`src/rtl/pipeline_ctrl_if.sv`:
```
// Handshake and control bundle between the pipeline datapath and its controller.
// The controller side uses the slave modport; the datapath or bench uses the master modport.
interface pipeline_ctrl_if;
    logic [4:0]  id_rs1;
    logic [4:0]  id_rs2;
    logic        id_use_rs1;
    logic        id_use_rs2;
    logic        ex_mem_read;
    logic [4:0]  ex_rd;
    logic        br_taken;
    logic        imem_resp;
    logic        dmem_req;
    logic        dmem_resp;
    logic        load_pc;
    logic        load_if_id;
    logic        load_id_ex;
    logic        load_ex_mem;
    logic        load_mem_wb;
    logic        bubble_id_ex;
    logic        flush_if_id;
    logic        imem_read;
    logic        dmem_en;
    logic [31:0] stall_count;

    modport slave (
        input  id_rs1, id_rs2, id_use_rs1, id_use_rs2, ex_mem_read, ex_rd,
               br_taken, imem_resp, dmem_req, dmem_resp,
        output load_pc, load_if_id, load_id_ex, load_ex_mem, load_mem_wb,
               bubble_id_ex, flush_if_id, imem_read, dmem_en, stall_count
    );

    modport master (
        output id_rs1, id_rs2, id_use_rs1, id_use_rs2, ex_mem_read, ex_rd,
               br_taken, imem_resp, dmem_req, dmem_resp,
        input  load_pc, load_if_id, load_id_ex, load_ex_mem, load_mem_wb,
               bubble_id_ex, flush_if_id, imem_read, dmem_en, stall_count
    );
endinterface

```
`src/rtl/pipeline_ctrl.sv`:
```
// Five-stage pipeline controller: memory-wait freeze, branch flush, load-use stall
// and a saturating count of cycles in which the PC did not advance.
module pipeline_ctrl (
    input  logic                  clk,
    input  logic                  rst,
    pipeline_ctrl_if.slave        bus
);
    typedef enum logic {RUN, WAIT} state_t;

    state_t      r_state;
    state_t      w_state_nxt;
    logic        r_i_done;
    logic        r_d_done;
    logic [31:0] r_stall_count;

    logic w_i_ok;
    logic w_d_ok;
    logic w_adv;
    logic w_hz;
    logic w_rs1_hit;
    logic w_rs2_hit;
    logic w_load_pc;
    logic w_load_if_id;
    logic w_load_id_ex;
    logic w_load_ex_mem;
    logic w_load_mem_wb;
    logic w_bubble_id_ex;
    logic w_flush_if_id;
    logic w_imem_read;
    logic w_dmem_en;

    assign w_i_ok    = bus.imem_resp | r_i_done;
    assign w_d_ok    = ~bus.dmem_req | bus.dmem_resp | r_d_done;
    assign w_adv     = w_i_ok & w_d_ok;
    assign w_rs1_hit = bus.id_use_rs1 & (bus.id_rs1 == bus.ex_rd);
    assign w_rs2_hit = bus.id_use_rs2 & (bus.id_rs2 == bus.ex_rd);
    assign w_hz      = bus.ex_mem_read & (bus.ex_rd != 5'd0) & (w_rs1_hit | w_rs2_hit);

    always_comb begin
        w_state_nxt = r_state;
        case (r_state)
            RUN:     if (!w_adv) w_state_nxt = WAIT;
            WAIT:    if (w_adv)  w_state_nxt = RUN;
            default: w_state_nxt = RUN;
        endcase
    end

    // Priority: reset, memory freeze, branch flush, load-use stall, normal advance.
    always_comb begin
        w_load_pc      = 1'b0;
        w_load_if_id   = 1'b0;
        w_load_id_ex   = 1'b0;
        w_load_ex_mem  = 1'b0;
        w_load_mem_wb  = 1'b0;
        w_bubble_id_ex = 1'b0;
        w_flush_if_id  = 1'b0;
        w_imem_read    = 1'b0;
        w_dmem_en      = 1'b0;
        if (rst) begin
            w_imem_read = ~r_i_done;
            w_dmem_en   = bus.dmem_req & ~r_d_done;
            if (w_adv) begin
                w_load_id_ex  = 1'b1;
                w_load_ex_mem = 1'b1;
                w_load_mem_wb = 1'b1;
                if (bus.br_taken) begin
                    w_load_pc      = 1'b1;
                    w_load_if_id   = 1'b1;
                    w_bubble_id_ex = 1'b1;
                    w_flush_if_id  = 1'b1;
                end else if (w_hz) begin
                    w_bubble_id_ex = 1'b1;
                end else begin
                    w_load_pc    = 1'b1;
                    w_load_if_id = 1'b1;
                end
            end
        end
    end

    always_ff @(posedge clk) begin
        if (!rst) begin
            r_state       <= RUN;
            r_i_done      <= 1'b0;
            r_d_done      <= 1'b0;
            r_stall_count <= 32'd0;
        end else begin
            r_state <= w_state_nxt;
            if (w_adv) begin
                r_i_done <= 1'b0;
                r_d_done <= 1'b0;
            end else begin
                if (bus.imem_resp)                 r_i_done <= 1'b1;
                if (bus.dmem_req && bus.dmem_resp) r_d_done <= 1'b1;
            end
            if (!w_load_pc && r_stall_count != 32'hFFFF_FFFF)
                r_stall_count <= r_stall_count + 32'd1;
        end
    end

    assign bus.load_pc      = w_load_pc;
    assign bus.load_if_id   = w_load_if_id;
    assign bus.load_id_ex   = w_load_id_ex;
    assign bus.load_ex_mem  = w_load_ex_mem;
    assign bus.load_mem_wb  = w_load_mem_wb;
    assign bus.bubble_id_ex = w_bubble_id_ex;
    assign bus.flush_if_id  = w_flush_if_id;
    assign bus.imem_read    = w_imem_read;
    assign bus.dmem_en      = w_dmem_en;
    assign bus.stall_count  = r_stall_count;
endmodule

```
`src/flat_wrapper.sv`:
```
// flat-port wrapper written by rule: the top's interface ports become plain ports
module pipeline_ctrl_flat 
  (clk, rst, bus_id_rs1, bus_id_rs2, bus_id_use_rs1, bus_id_use_rs2, bus_ex_mem_read, bus_ex_rd, bus_br_taken, bus_imem_resp, bus_dmem_req, bus_dmem_resp, bus_load_pc, bus_load_if_id, bus_load_id_ex, bus_load_ex_mem, bus_load_mem_wb, bus_bubble_id_ex, bus_flush_if_id, bus_imem_read, bus_dmem_en, bus_stall_count);
  pipeline_ctrl_if bus_i ();
  input  logic clk;
  input  logic rst;
  input wire logic [$bits(bus_i.id_rs1)-1:0] bus_id_rs1;
  input wire logic [$bits(bus_i.id_rs2)-1:0] bus_id_rs2;
  input wire logic [$bits(bus_i.id_use_rs1)-1:0] bus_id_use_rs1;
  input wire logic [$bits(bus_i.id_use_rs2)-1:0] bus_id_use_rs2;
  input wire logic [$bits(bus_i.ex_mem_read)-1:0] bus_ex_mem_read;
  input wire logic [$bits(bus_i.ex_rd)-1:0] bus_ex_rd;
  input wire logic [$bits(bus_i.br_taken)-1:0] bus_br_taken;
  input wire logic [$bits(bus_i.imem_resp)-1:0] bus_imem_resp;
  input wire logic [$bits(bus_i.dmem_req)-1:0] bus_dmem_req;
  input wire logic [$bits(bus_i.dmem_resp)-1:0] bus_dmem_resp;
  output wire logic [$bits(bus_i.load_pc)-1:0] bus_load_pc;
  output wire logic [$bits(bus_i.load_if_id)-1:0] bus_load_if_id;
  output wire logic [$bits(bus_i.load_id_ex)-1:0] bus_load_id_ex;
  output wire logic [$bits(bus_i.load_ex_mem)-1:0] bus_load_ex_mem;
  output wire logic [$bits(bus_i.load_mem_wb)-1:0] bus_load_mem_wb;
  output wire logic [$bits(bus_i.bubble_id_ex)-1:0] bus_bubble_id_ex;
  output wire logic [$bits(bus_i.flush_if_id)-1:0] bus_flush_if_id;
  output wire logic [$bits(bus_i.imem_read)-1:0] bus_imem_read;
  output wire logic [$bits(bus_i.dmem_en)-1:0] bus_dmem_en;
  output wire logic [$bits(bus_i.stall_count)-1:0] bus_stall_count;
  assign bus_i.id_rs1 = bus_id_rs1;
  assign bus_i.id_rs2 = bus_id_rs2;
  assign bus_i.id_use_rs1 = bus_id_use_rs1;
  assign bus_i.id_use_rs2 = bus_id_use_rs2;
  assign bus_i.ex_mem_read = bus_ex_mem_read;
  assign bus_i.ex_rd = bus_ex_rd;
  assign bus_i.br_taken = bus_br_taken;
  assign bus_i.imem_resp = bus_imem_resp;
  assign bus_i.dmem_req = bus_dmem_req;
  assign bus_i.dmem_resp = bus_dmem_resp;
  assign bus_load_pc = bus_i.load_pc;
  assign bus_load_if_id = bus_i.load_if_id;
  assign bus_load_id_ex = bus_i.load_id_ex;
  assign bus_load_ex_mem = bus_i.load_ex_mem;
  assign bus_load_mem_wb = bus_i.load_mem_wb;
  assign bus_bubble_id_ex = bus_i.bubble_id_ex;
  assign bus_flush_if_id = bus_i.flush_if_id;
  assign bus_imem_read = bus_i.imem_read;
  assign bus_dmem_en = bus_i.dmem_en;
  assign bus_stall_count = bus_i.stall_count;
  pipeline_ctrl u_core (.clk(clk), .rst(rst), .bus(bus_i));
endmodule
```
`config.mk`:
```
export PLATFORM = sky130hd
export DESIGN_NAME = pipeline_ctrl_flat
export DESIGN_NICKNAME = d
export VERILOG_FILES = /design/src/rtl/pipeline_ctrl_if.sv /design/src/rtl/pipeline_ctrl.sv /design/src/flat_wrapper.sv
export SDC_FILE = /design/constraint.sdc
export NUM_CORES = 1
export LEC_CHECK = 0
export CORE_UTILIZATION = 62
export CTS_BUF_LIST = sky130_fd_sc_hd__clkbuf_16
export CTS_CLUSTER_DIAMETER = 120
export DETAILED_ROUTE_END_ITERATION = 8
export DONT_BUFFER_PORTS = 1
export PLACE_DENSITY_LB_ADDON = 0.3
export SLEW_MARGIN = 20
export SYNTH_ARGS = -nofsm -noshare
export SYNTH_HDL_FRONTEND = slang
export SYNTH_SLANG_ARGS = --single-unit
```
`constraint.sdc`:
```
create_clock -name clk -period 2.9 [get_ports clk]
set_clock_uncertainty 0.2 [all_clocks]
set_input_delay 0.29 -clock clk [delete_from_list [all_inputs] [get_ports clk]]
set_output_delay 0.29 -clock clk [all_outputs]
set_load 0.01 [all_outputs]
```
== After elaboration in Yosys (flattened, before gate mapping) ==
Cells that the tools add are included.
Word-level totals
  bits of input ports: 24
  logic and storage cells: 41
  flip-flop bits (word level): 34
  output and inout port bits: 41
Cells by class
  add/sub/neg operators: 1
  multiplexer cells: 15
  reduce and logical (&&, ||, !) cells: 5
  equal/unequal tests: 3
  bitwise gates (word level): 14
Operator list (count)
  32-bit by 1-bit adder with 32-bit output (second input constant): 1
  32-bit != test (second input constant): 1
  1-bit two-way mux: 15
  5-bit equality test: 2
  1-bit AND: 6
  5-bit nonzero test: 1
  1-bit inverter: 4
  1-bit OR: 4
  1-bit logical AND: 2
  2-bit OR reduction: 1
  1-bit zero test: 1

== Longest topological paths before layout ==
Gate-level depths: netlist of run 1.
  depth after elaboration: 10
  gate-level depth with buffers: 9
  gate-level depth less buffers: 7

== Least setup slack after synthesis of run 1 ==
Ideal clock, no wire load.
  path type: flip-flop to flip-flop
  from: register u_core.r_stall_count[0] (netlist: u_core.bus.stall_count[0])
  to: register u_core.r_stall_count[1] (netlist: u_core.bus.stall_count[1])
  path buffers: 2
  period minus slack after synthesis: 2.495 ns
  path slack: 0.405 ns
  required time: 2.572 ns
  data arrival time: 2.167 ns
  stages on the path, launching flop included: 10
  library setup time: 0.128 ns
  cells stage by stage: dfxtp_1 -> ha_1 -> nand3_1 -> nor4_1 -> and3_1 -> a211o_1 -> clkbuf_1 -> buf_2 -> mux2i_1 -> nor2_1
On the way
  cells in the longest elaborated chain, start to end: 2
  elaborated cells on any way between the ends: 3
  those cells by class: 1 x add/sub; 1 x eq/ne; 1 x reduce/logical
RTL lines
  start, declared: line pipeline_ctrl.sv:14  | logic [31:0] r_stall_count;
  start signal, assigned: line pipeline_ctrl.sv:97  | r_stall_count <= r_stall_count + 32'd1;
  branches (longest 2 deep; another with 32-bit by 1-bit adder with 32-bit output)
Several ways; the timed one is not identified.
A chain may end at the register's enable or synchronous reset.

== Worst setup path in the final report of run 1 ==
  from: register u_core.r_stall_count[3] (netlist: u_core.bus.stall_count[3])
  to: register u_core.r_stall_count[25] (netlist: u_core.bus.stall_count[25])
Same word-level chain as after synthesis.

==> results of run 1 <==
==> cell usage after synthesis, types with 2 or more instances <==
cell	instances	area share [%]
o21ai_0	14	3.7
nand2b_1	4	1.3
or3_1	15	4.9
o21a_1	4	1.6
xor2_1	11	5.0
buf_4	3	1.2
inv_1	3	0.59
clkbuf_1	8	1.6
o31a_1	3	1.4
and2_1	2	0.65
and3_1	4	1.3
xnor2_1	2	0.92
a21oi_1	22	5.8
mux2i_1	5	2.6
nand3_1	12	3.1
buf_2	3	0.79
dfxtp_1	34	36
nor4_1	9	2.9
nand4_1	9	2.9
o31ai_1	7	2.8
nor2_1	11	2.2
nand2_1	20	3.9
or4_1	11	4.3
==> cell families (layout without fill, tap and decap cells) <==
| group | Yosys count | count (layout) |
|---|---|---|
| AND/OR/NAND/NOR | 104 | 104 |
| AO/OA/AOI/OAI | 58 | 58 |
| flip-flops | 34 | 34 |
| buffers and inverters | 19 | 20 |
| XOR/XNOR | 13 | 13 |
| multiplexers | 5 | 5 |
| adder cells (fa/ha/maj) | 1 | 1 |
==> worst max-delay path, cell delays in order, from the launching register on <==
cell and delay, ps:
dfxtp_1 480, and4_4 310, and3_2 310, nand4_4 180, or3_1 450, or4_1 510, a21oi_1 170
==> metal layers <==
| metal | wire length (um) | global-route usage [%] | vias to the layer above |
|---|---|---|---|
| met1 | 1890 | 34.7 | 854 |
| li1 | - | - | 884 |
| met4 | 99 | 14.6 | 0 |
| met5 | 0 | 0 | - |
| met2 | 2260 | 48.7 | 88 |
| met3 | 481 | 13.4 | 11 |
==> final timing paths <==
check                          endpoint  cells past startpoint                       from  slack [ps]
max reg2reg  u_core.bus.stall_count[25]                      6  u_core.bus.stall_count[3]         210
max          u_core.bus.stall_count[25]                      6  u_core.bus.stall_count[3]         210
min                     u_core.r_d_done                      2               bus_dmem_req          20
min reg2reg             u_core.r_d_done                      1            u_core.r_i_done         300
==> stage by stage <==
step	setup slack, ps	instances	cell area [um^2]
global placement	281	254	1900
floorplan	405	234	1910
detailed placement	154	254	1900
finish	211	266	2080
global route	76.2	266	2080
CTS	131	266	2080
==> flip-flops by register name, summed over array words and instances, names as in the netlist <==
register / cells
u_core.r_d_done: 1
u_core.bus.stall_count: 32
u_core.r_i_done: 1
==> cell type report <==
cell class | count | area, um^2
clock buffers | 5 | 125
clock inverters | 3 | 11.3
fillers | 215 | 747
inverters | 3 | 11.3
multi-input cells | 181 | 1140
flip-flops and latches | 34 | 681
well taps | 31 | 38.8
repair buffers | 9 | 77.6
==> where the power goes <==
part,switching (mW),internal (mW),leakage [nW]
Clock,0.191,0.309,0.0663
Sequential,0.0114,0.474,0.274
Combinational,0.0583,0.0340,0.320
Total,0.261,0.817,0.660
==> repair_timing <==
item / in CTS / in global routing
resized for setup: 0 / 1
hold buffers: 4 / 0
endpoints found under the hold margin: 9 / 0
setup endpoints to repair: 0 / 1
==> results by group, run 1 <==
Status
  – Status: finished, violations left
  – Failing checks: DRC

Timing
  – Final hold viol count: 0
  – Max-slew violations: 0
  – Hold Slack: 22.2 ps
  – RSZ-0062 raised after global routing: no
  – Fin crit share: 92.7%
  – Fin crit period: 2690 ps
  – Setup TNS: 0 ps
  – Final setup violation count: 0
  – Max Clk Rate: 372 MHz
  – Worst slew pin tran: 905 ps
  – Worst rel slew slack: 39.6%

Cells and area
  – Area Growth Syn to Fin: 8.97%
  – Layout cells sized above 1: 6.38%
  – Most common cell after layout, fill and taps aside: dfxtp_1
  – Antenna Cells: 0
  – Most frequent cells in the layout: dfxtp_1, a21oi_1, nand2_1
  – Nets@finish: 259
  – Fin util: 73.6%

Clock tree
  – Clock-pin slew on the worst setup and hold paths: 50 ps
  – Root buf cell: clkbuf_16
  – Clock sinks: 34
  – Max Root-Sink Buffers: 2
  – Clock Latency Late Sink: 280 ps
  – # H-tree levels: 2
  – CTS Buf Count: 5
  – CTS tree: done
  – Post-CTS Setup Inserts: 0

Global routing
  – First-pass GRT wire length: 7560 um
  – Vias in the first global route: 1658
  – GRT Util Overall: 30.4%
  – Largest net degree at the start of global routing: 31
  – GRT overflow: 0
  – Initial antenna violation count: 0

Critical path
  – Crit Path Class: flop to flop
  – Crit path capture type: flop
  – Data required, critical path: 2900 ps
  – Critical Path AT: 2690 ps
  – Startpoint type of the worst setup path: flop
  – CP Max Fanout: 10

Die
  – Die Ht: 57.5 um
  – Num rows: 19
  – Die ar.: 0.00331 mm^2
  – Core Area: 0.00283 mm^2
  – Initial core utilization: 67.5%
  – Chip Width: 57.5 um
  – I/O pins: 65

Logic synthesis
  – Mapped Cells: 234
  – Mapped cell area: 0.00191 mm^2
  – Synth async-reset ratio: 0%
  – Most frequently used flop master after synthesis: dfxtp_1
  – Avg Inst Size Synth: 8.16 um^2
  – Mux cell area share after synthesis: 2.62%
  – Syn. warnings: 0
  – Yosys cell types: 41
  – Compound-Gate Fraction of Synth Area: 18.9%
  – EDFF count, synth: 0
  – Post-synthesis register bit count: 34
  – Post-synth net total: 259
  – Largest family of logic cells by synthesized area: simple AND/OR/NAND/NOR gates
  – Synth Area in XOR/XNOR: 5.96%
  – Sequential fraction of the synthesis area: 35.6%
  – Post-Synth Adder-Cell Area: 0.655%
  – Simple logic cell fraction of the synthesized area: 31.3%

Drt
  – Pre-antenna DRT Iters: 6
  – Via-to-Cell Ratio: 6.91
  – 1st-iter DRT viols: 90
  – WL/cell: 17.8 um
  – Routed Antenna Nets: 0
  – Vias: 1837
  – Routed WL: 4730 um
  – DRC viols: 6

Placement
  – Final RePlAce weighted congestion: 0.822
  – I/O Buffers: 0
  – DP HPWL: 3240 um

Power
  – Static leakage: 0.660 nW
  – Pwr/cell area: 518 mW/mm^2
  – Total power: 1.08 mW
  – Max IR drop VDD: 0.429 mV

Run
  – Max-cap check violation count: 0

Hold path
  – Hold Crit Class: primary input to flop
Note: power is estimated with default switching activity, not from simulation.
==> run 2, diff against run 1 <==
--- a/config.mk
+++ b/config.mk
@@ -10,2 +10,3 @@
 export CTS_CLUSTER_DIAMETER = 120
+export CTS_CLUSTER_SIZE = 20
 export DETAILED_ROUTE_END_ITERATION = 8
==> constraint.sdc (replaced) <==
create_clock -name clk -period 2.9 [get_ports clk]
set_clock_uncertainty 0.2 [all_clocks]
set_input_delay 0.725 -clock clk [delete_from_list [all_inputs] [get_ports clk]]
set_output_delay 0.725 -clock clk [all_outputs]
set_load 0.01 [all_outputs]
==> results by group, run 2 (synthesis gave the netlist of run 1 again) <==
Cells and area
  – Post-route cell area: 0.00208 mm^2 (about the same)
  – Most common cell after layout, fill and taps aside: dfxtp_1 (unchanged)
  – Most frequent cells in the layout: dfxtp_1, a21oi_1, nand2_1 (unchanged)
  – Area Growth Syn to Fin: 8.71% (was 8.97%)
  – Layout cells sized above 1: 7.69% (was 6.38%)
  – Nets@finish: 258 (was 259)
  – Antenna Cells: 0 (unchanged)
  – Number of flip-flops in the largest register: 32 (unchanged)
  – Fin util: 73.4% (was 73.6%)
  – Final non-filler cell total: 265 (was 266)
  – Fillers: 229 (was 215)

Power
  – Static leakage: 0.665 nW (was 0.660 nW)
  – Max IR drop VDD: 0.519 mV (was 0.429 mV)
  – Pwr/cell area: 523 mW/mm^2 (was 518 mW/mm^2)

Clock tree
  – CTS Buf Count: 5 (unchanged)
  – Clock-pin slew on the worst setup and hold paths: 50 ps (about the same)
  – Root buf cell: clkbuf_16 (unchanged)
  – # H-tree levels: 2 (unchanged)
  – Cts repair resizes: 0 (unchanged)
  – Clock Latency Late Sink: 280 ps (about the same)
  – CTS tree: done (unchanged)
  – Max Root-Sink Buffers: 2 (unchanged)
  – Clock sinks: 34 (unchanged)
  – Post-CTS Setup Inserts: 0 (unchanged)
  – Hold Buf Count CTS: 0 (was 4)

Die
  – Die Ht: 57.5 um (unchanged)
  – I/O pins: 65 (unchanged)
  – Initial core utilization: 67.5% (unchanged)
  – Die ar.: 0.00331 mm^2 (unchanged)
  – Num rows: 19 (unchanged)
  – Core Area: 0.00283 mm^2 (unchanged)
  – Chip Width: 57.5 um (unchanged)

Placement
  – I/O Buffers: 0 (unchanged)
  – DP HPWL: 3400 um (was 3240 um)
  – Placed insts: 257 (was 254)
  – Final RePlAce weighted congestion: 0.811 (was 0.822)
  – Cell Area, Placed: 0.00194 mm^2 (was 0.00190 mm^2)

Timing
  – Final hold viol count: 0 (unchanged)
  – RSZ-0062 raised after global routing: no (unchanged)
  – Fin crit share: 94.8% (was 92.7%)
  – Worst slew pin tran: 505 ps (was 905 ps)
  – Worst rel slew slack: 66.0% (was 39.6%)
  – Fin crit period: 2750 ps (was 2690 ps)
  – Final setup violation count: 0 (unchanged)
  – Max Clk Rate: 364 MHz (was 372 MHz)
  – Max-slew violations: 0 (unchanged)

Hold path
  – Hold Crit Class: flop to flop (was primary input to flop)
  – Worst Hold Depth: 1 (was 2)

Critical path
  – FF-to-FF path depth: 6 (unchanged)
  – CP max-delay cell: o31a_1 (was or4_1)
  – Crit path capture type: output pin (was flop)
  – Startpoint type of the worst setup path: primary input (was flop)
  – CP peak stage delay: 420 ps (was 510 ps)
  – CP Max Fanout: 5 (was 10)
  – Critical-path cell list: xor2_1 -> nor4_1 -> a32oi_1 -> o31a_1 (was and4_4 -> and3_2 -> nand4_4 -> or3_1 -> or4_1 -> a21oi_1)
  – Flop2flop setup slack: 300 ps (was 210 ps)
  – Data required, critical path: 1980 ps (was 2900 ps)
  – Critical Path AT: 1820 ps (was 2690 ps)
  – Crit Path Class: primary input to output pin (was flop to flop)

Drt
  – Met1 Routed Length: 1910 um (was 1890 um)
  – Met3 WL post-DR: 457 um (was 481 um)
  – Routed Antenna Nets: 0 (unchanged)
  – Vias: 1805 (was 1837)
  – 1st-iter DRT viols: 94 (was 90)
  – Top Metal Used: met4 (unchanged)
  – Pre-antenna DRT Iters: 6 (unchanged)
  – DR WL met2: 2450 um (was 2260 um)
  – Routed WL: 4910 um (was 4730 um)
  – DRC viols: 6 (unchanged)
  – WL/cell: 18.5 um (was 17.8 um)
  – Via-to-Cell Ratio: 6.81 (was 6.91)

Global routing
  – GRT Util Overall: 31.6% (was 30.4%)
  – First-pass GRT wire length: 7740 um (was 7560 um)
  – GRT overflow: 0 (unchanged)
  – Initial antenna violation count: 0 (unchanged)
  – Largest net degree at the start of global routing: 39 (was 31)
  – Vias in the first global route: 1800 (was 1658)

Status
  – Status: finished, violations left (unchanged)
  – Failing checks: DRC (unchanged)

Run
  – Max-cap check violation count: 0 (unchanged)
-- run 2: where the power goes --
part | internal, mW | switching, mW | total, mW | leakage, nW
Sequential | 0.474 | 0.0112 | 0.485 | 0.274
Clock | 0.310 | 0.199 | 0.509 | 0.0724
Combinational | 0.0354 | 0.0566 | 0.0920 | 0.318
Total | 0.820 | 0.267 | 1.09 | 0.665
-- run 2: worst max-delay path, delay by kind of cell --
kind / cells / cell delay [ps]
XOR/XNOR: 1 / 140
AO/OA/AOI/OAI: 2 / 660
AND/OR/NAND/NOR: 1 / 300
-- run 2: routing by layer --
layer | vias up | global-route usage, %
met1 | 842 | 35.0
met5 | - | 0
met2 | 71 | 53.0
met4 | 0 | 16.4
li1 | 882 | -
met3 | 10 | 11.3
-- run 2: path summary, 6_finish.rpt --
path / from / end
max: bus_ex_rd[3] / bus_load_if_id
min: u_core.r_i_done / u_core.r_d_done
max reg2reg: u_core.bus.stall_count[3] / u_core.bus.stall_count[30]
min reg2reg: u_core.r_i_done / u_core.r_d_done
-- run 2: cell type report --
| class | instances | area [um^2] | area share [%] |
|---|---|---|---|
| clock buffers | 5 | 125 | 6.02 |
| well taps | 31 | 38.8 | 1.87 |
| repair buffers | 8 | 72.6 | 3.49 |
| multi-input cells | 181 | 1140 | 54.7 |
| flip-flops and latches | 34 | 681 | 32.8 |
| clock inverters | 3 | 12.5 | 0.602 |
| inverters | 3 | 11.3 | 0.542 |
-- run 2: metrics by stage --
stage	hold WS, ps	power (mW)	TNS [ps]	setup WS [ps]
2_1_floorplan	246	0.565	0	150
3_3_place_gp	257	0.580	0	134
3_5_place_dp	278	0.586	-185	-31.9
4_1_cts	285	1.09	0	118
5_1_grt	309	1.12	0	70.4
6_report	290	1.09	0	151
==> run 3, diff against run 2 <==
--- a/config.mk
+++ b/config.mk
@@ -13,3 +13,3 @@
 export DONT_BUFFER_PORTS = 1
-export PLACE_DENSITY_LB_ADDON = 0.3
+export PLACE_DENSITY = 0.79
 export SLEW_MARGIN = 20
--- a/constraint.sdc
+++ b/constraint.sdc
@@ -4,2 +4,2 @@
 set_output_delay 0.725 -clock clk [all_outputs]
-set_load 0.01 [all_outputs]
+set_load 0.02 [all_outputs]
==> results by group, run 3 (synthesis gave the netlist of run 1 again) <==
Status
  – Status: finished, violations left (unchanged)
  – Failing checks: DRC (unchanged)

Power
  – Switching power total: 271 uW (was 267 uW)
  – Pint: 826 uW (was 820 uW)
  – Sequential Power Share: 43.6% (was 44.7%)
  – Sw Ratio: 24.7% (was 24.6%)
  – Comb pwr share: 10.7% (was 8.5%)
  – Static leakage: 0.734 nW (was 0.665 nW)
  – Max IR drop VDD: 0.470 mV (was 0.519 mV)
  – Clk pwr share: 45.7% (was 46.9%)
  – Pwr/cell area: 505 mW/mm^2 (was 523 mW/mm^2)

Critical path
  – Data required, critical path: 1980 ps (about the same)
  – Critical Path AT: 1870 ps (was 1820 ps)
  – CP max-delay cell: o31a_1 (unchanged)
  – Crit Path Class: primary input to output pin (unchanged)
  – Critical-path cell list: xor2_1 -> nor4_1 -> a32oi_1 -> o31a_1 -> buf_4 (was xor2_1 -> nor4_1 -> a32oi_1 -> o31a_1)
  – CP peak stage delay: 340 ps (was 420 ps)
  – Critical path buffer and inverter count: 1 (was 0)
  – CP delay by family, top: compound AO/OA/AOI/OAI gates (unchanged)
  – Crit path capture type: output pin (unchanged)
  – CP Max Fanout: 5 (unchanged)
  – Startpoint type of the worst setup path: primary input (unchanged)

Timing
  – Final setup violation count: 0 (unchanged)
  – Final setup margin: 100 ps (was 151 ps)
  – RSZ-0062 raised after global routing: no (unchanged)
  – Worst rel slew slack: 68.6% (was 66.0%)
  – Setup TNS: 0 ps (unchanged)
  – Fin crit share: 96.5% (was 94.8%)
  – Max-slew violations: 0 (unchanged)
  – Fin crit period: 2800 ps (was 2750 ps)
  – Max Clk Rate: 357 MHz (was 364 MHz)
  – Final hold viol count: 0 (unchanged)
  – Worst slew pin tran: 467 ps (was 505 ps)

Clock tree
  – CTS Buf Count: 5 (unchanged)
  – Clock Latency Late Sink: 280 ps (about the same)
  – Max Root-Sink Buffers: 2 (unchanged)
  – CTS tree: done (unchanged)
  – Hold Buf Count CTS: 0 (unchanged)
  – Cts repair resizes: 0 (unchanged)
  – Clock-pin slew on the worst setup and hold paths: 50 ps (about the same)
  – Clock sinks: 34 (unchanged)
  – Root buf cell: clkbuf_16 (unchanged)
  – Post-CTS Setup Inserts: 0 (unchanged)
  – # H-tree levels: 2 (unchanged)

Global routing
  – Largest net degree at the start of global routing: 39 (unchanged)
  – GRT Util Overall: 30.2% (was 31.6%)
  – GRT overflow: 0 (unchanged)
  – Vias in the first global route: 1823 (was 1800)
  – Initial antenna violation count: 0 (unchanged)
  – First-pass GRT wire length: 7650 um (was 7740 um)

Cells and area
  – Area Growth Syn to Fin: 13.8% (was 8.71%)
  – Number of flip-flops in the largest register: 32 (unchanged)
  – Post-route cell area: 0.00217 mm^2 (was 0.00208 mm^2)
  – Most common cell after layout, fill and taps aside: dfxtp_1 (unchanged)
  – Nets@finish: 271 (was 258)
  – Antenna Cells: 0 (unchanged)
  – Fillers: 222 (was 229)
  – Most frequent cells in the layout: dfxtp_1, a21oi_1, nand2_1, buf_4, or3_1 (was dfxtp_1, a21oi_1, nand2_1)
  – Layout cells sized above 1: 12.6% (was 7.69%)

Hold path
  – Hold Crit Class: flop to flop (unchanged)

Placement
  – I/O Buffers: 0 (unchanged)
  – DP HPWL: 3480 um (was 3400 um)
  – Final RePlAce weighted congestion: 0.841 (was 0.811)
  – Cell Area, Placed: 0.00204 mm^2 (was 0.00194 mm^2)
  – Pre-CTS WS: 9.54 ps (was -31.9 ps)

Die
  – Core Area: 0.00283 mm^2 (unchanged)
  – Initial core utilization: 67.5% (unchanged)
  – Chip Width: 57.5 um (unchanged)
  – Die Ht: 57.5 um (unchanged)
  – Die ar.: 0.00331 mm^2 (unchanged)
  – Num rows: 19 (unchanged)
  – I/O pins: 65 (unchanged)

Drt
  – Routed WL: 4750 um (was 4910 um)
  – 1st-iter DRT viols: 81 (was 94)
  – Pre-antenna DRT Iters: 9 (was 6)
  – DRC viols: 9 (was 6)
  – Routed Antenna Nets: 0 (unchanged)
  – Via-to-Cell Ratio: 6.75 (was 6.81)
  – WL/cell: 17.1 um (was 18.5 um)
  – Vias: 1876 (was 1805)

Run
  – Max-cap check violation count: 0 (unchanged)
-- run 3: cell count changes in the layout (fill, tap and decap cells not counted) --
cell / change
buf_4: +13
-- run 3: path summary, 6_finish.rpt --
kind / from / slack [ps] / end / cells past startpoint
worst min-delay path: u_core.r_i_done / 300 / u_core.r_d_done / 1
worst max register to register: u_core.bus.stall_count[8] / 280 / u_core.bus.stall_count[30] / 6
worst min register to register: u_core.r_i_done / 300 / u_core.r_d_done / 1
worst max-delay path: bus_ex_rd[3] / 100 / bus_load_pc / 5
-- run 3: final cells by class --
type                            count  area [um^2]  area share [%]
Sequential cell                    34          681            31.3
Tap cell                           31         38.8            1.78
Clock inverter                      3         12.5           0.575
Clock buffer                        5          125            5.75
Timing Repair Buffer               21          170            7.83
Inverter                            3         11.3           0.518
Multi-Input combinational cell    181         1140            52.2
-- run 3: worst register-to-register path: stages, from the launching register on --
cell     delay (ps)
dfxtp_1         490
and4_1          280
and3_1          330
nand4_4         140
or3_1           440
or4_1           520
a21oi_1         160
-- run 3: power by group through the flow --
stage / clock (mW) / combinational (mW) / sequential [mW]
global route: 0.521 / 0.126 / 0.478
floorplan: 0 / 0.0761 / 0.499
finish: 0.502 / 0.118 / 0.478
CTS: 0.504 / 0.117 / 0.478
detailed placement: 0 / 0.117 / 0.488
global placement: 0 / 0.112 / 0.487
-- run 3: per-stage QoR --
| step | hold WS (ps) | cells | total power [mW] | utilization, % |
|---|---|---|---|---|
| 6_report | 298 | 278 | 1.10 | 76.9 |
| 5_1_grt | 321 | 278 | 1.13 | 76.9 |
| 4_1_cts | 298 | 278 | 1.10 | 76.9 |
| 3_5_place_dp | 293 | 270 | 0.605 | 72.0 |
| 3_3_place_gp | 258 | 270 | 0.599 | 72.0 |
| 2_1_floorplan | 246 | 234 | 0.575 | - |
-- run 3: layer usage --
layer	wire length, um	up-vias	GRT usage [%]	part of all wire [%]
li1	-	902	-	-
met4	65	0	8.71	1.4
met2	2320	92	53.3	49
met5	0	-	0	0
met3	451	10	12.2	9.5
met1	1910	872	33.2	40
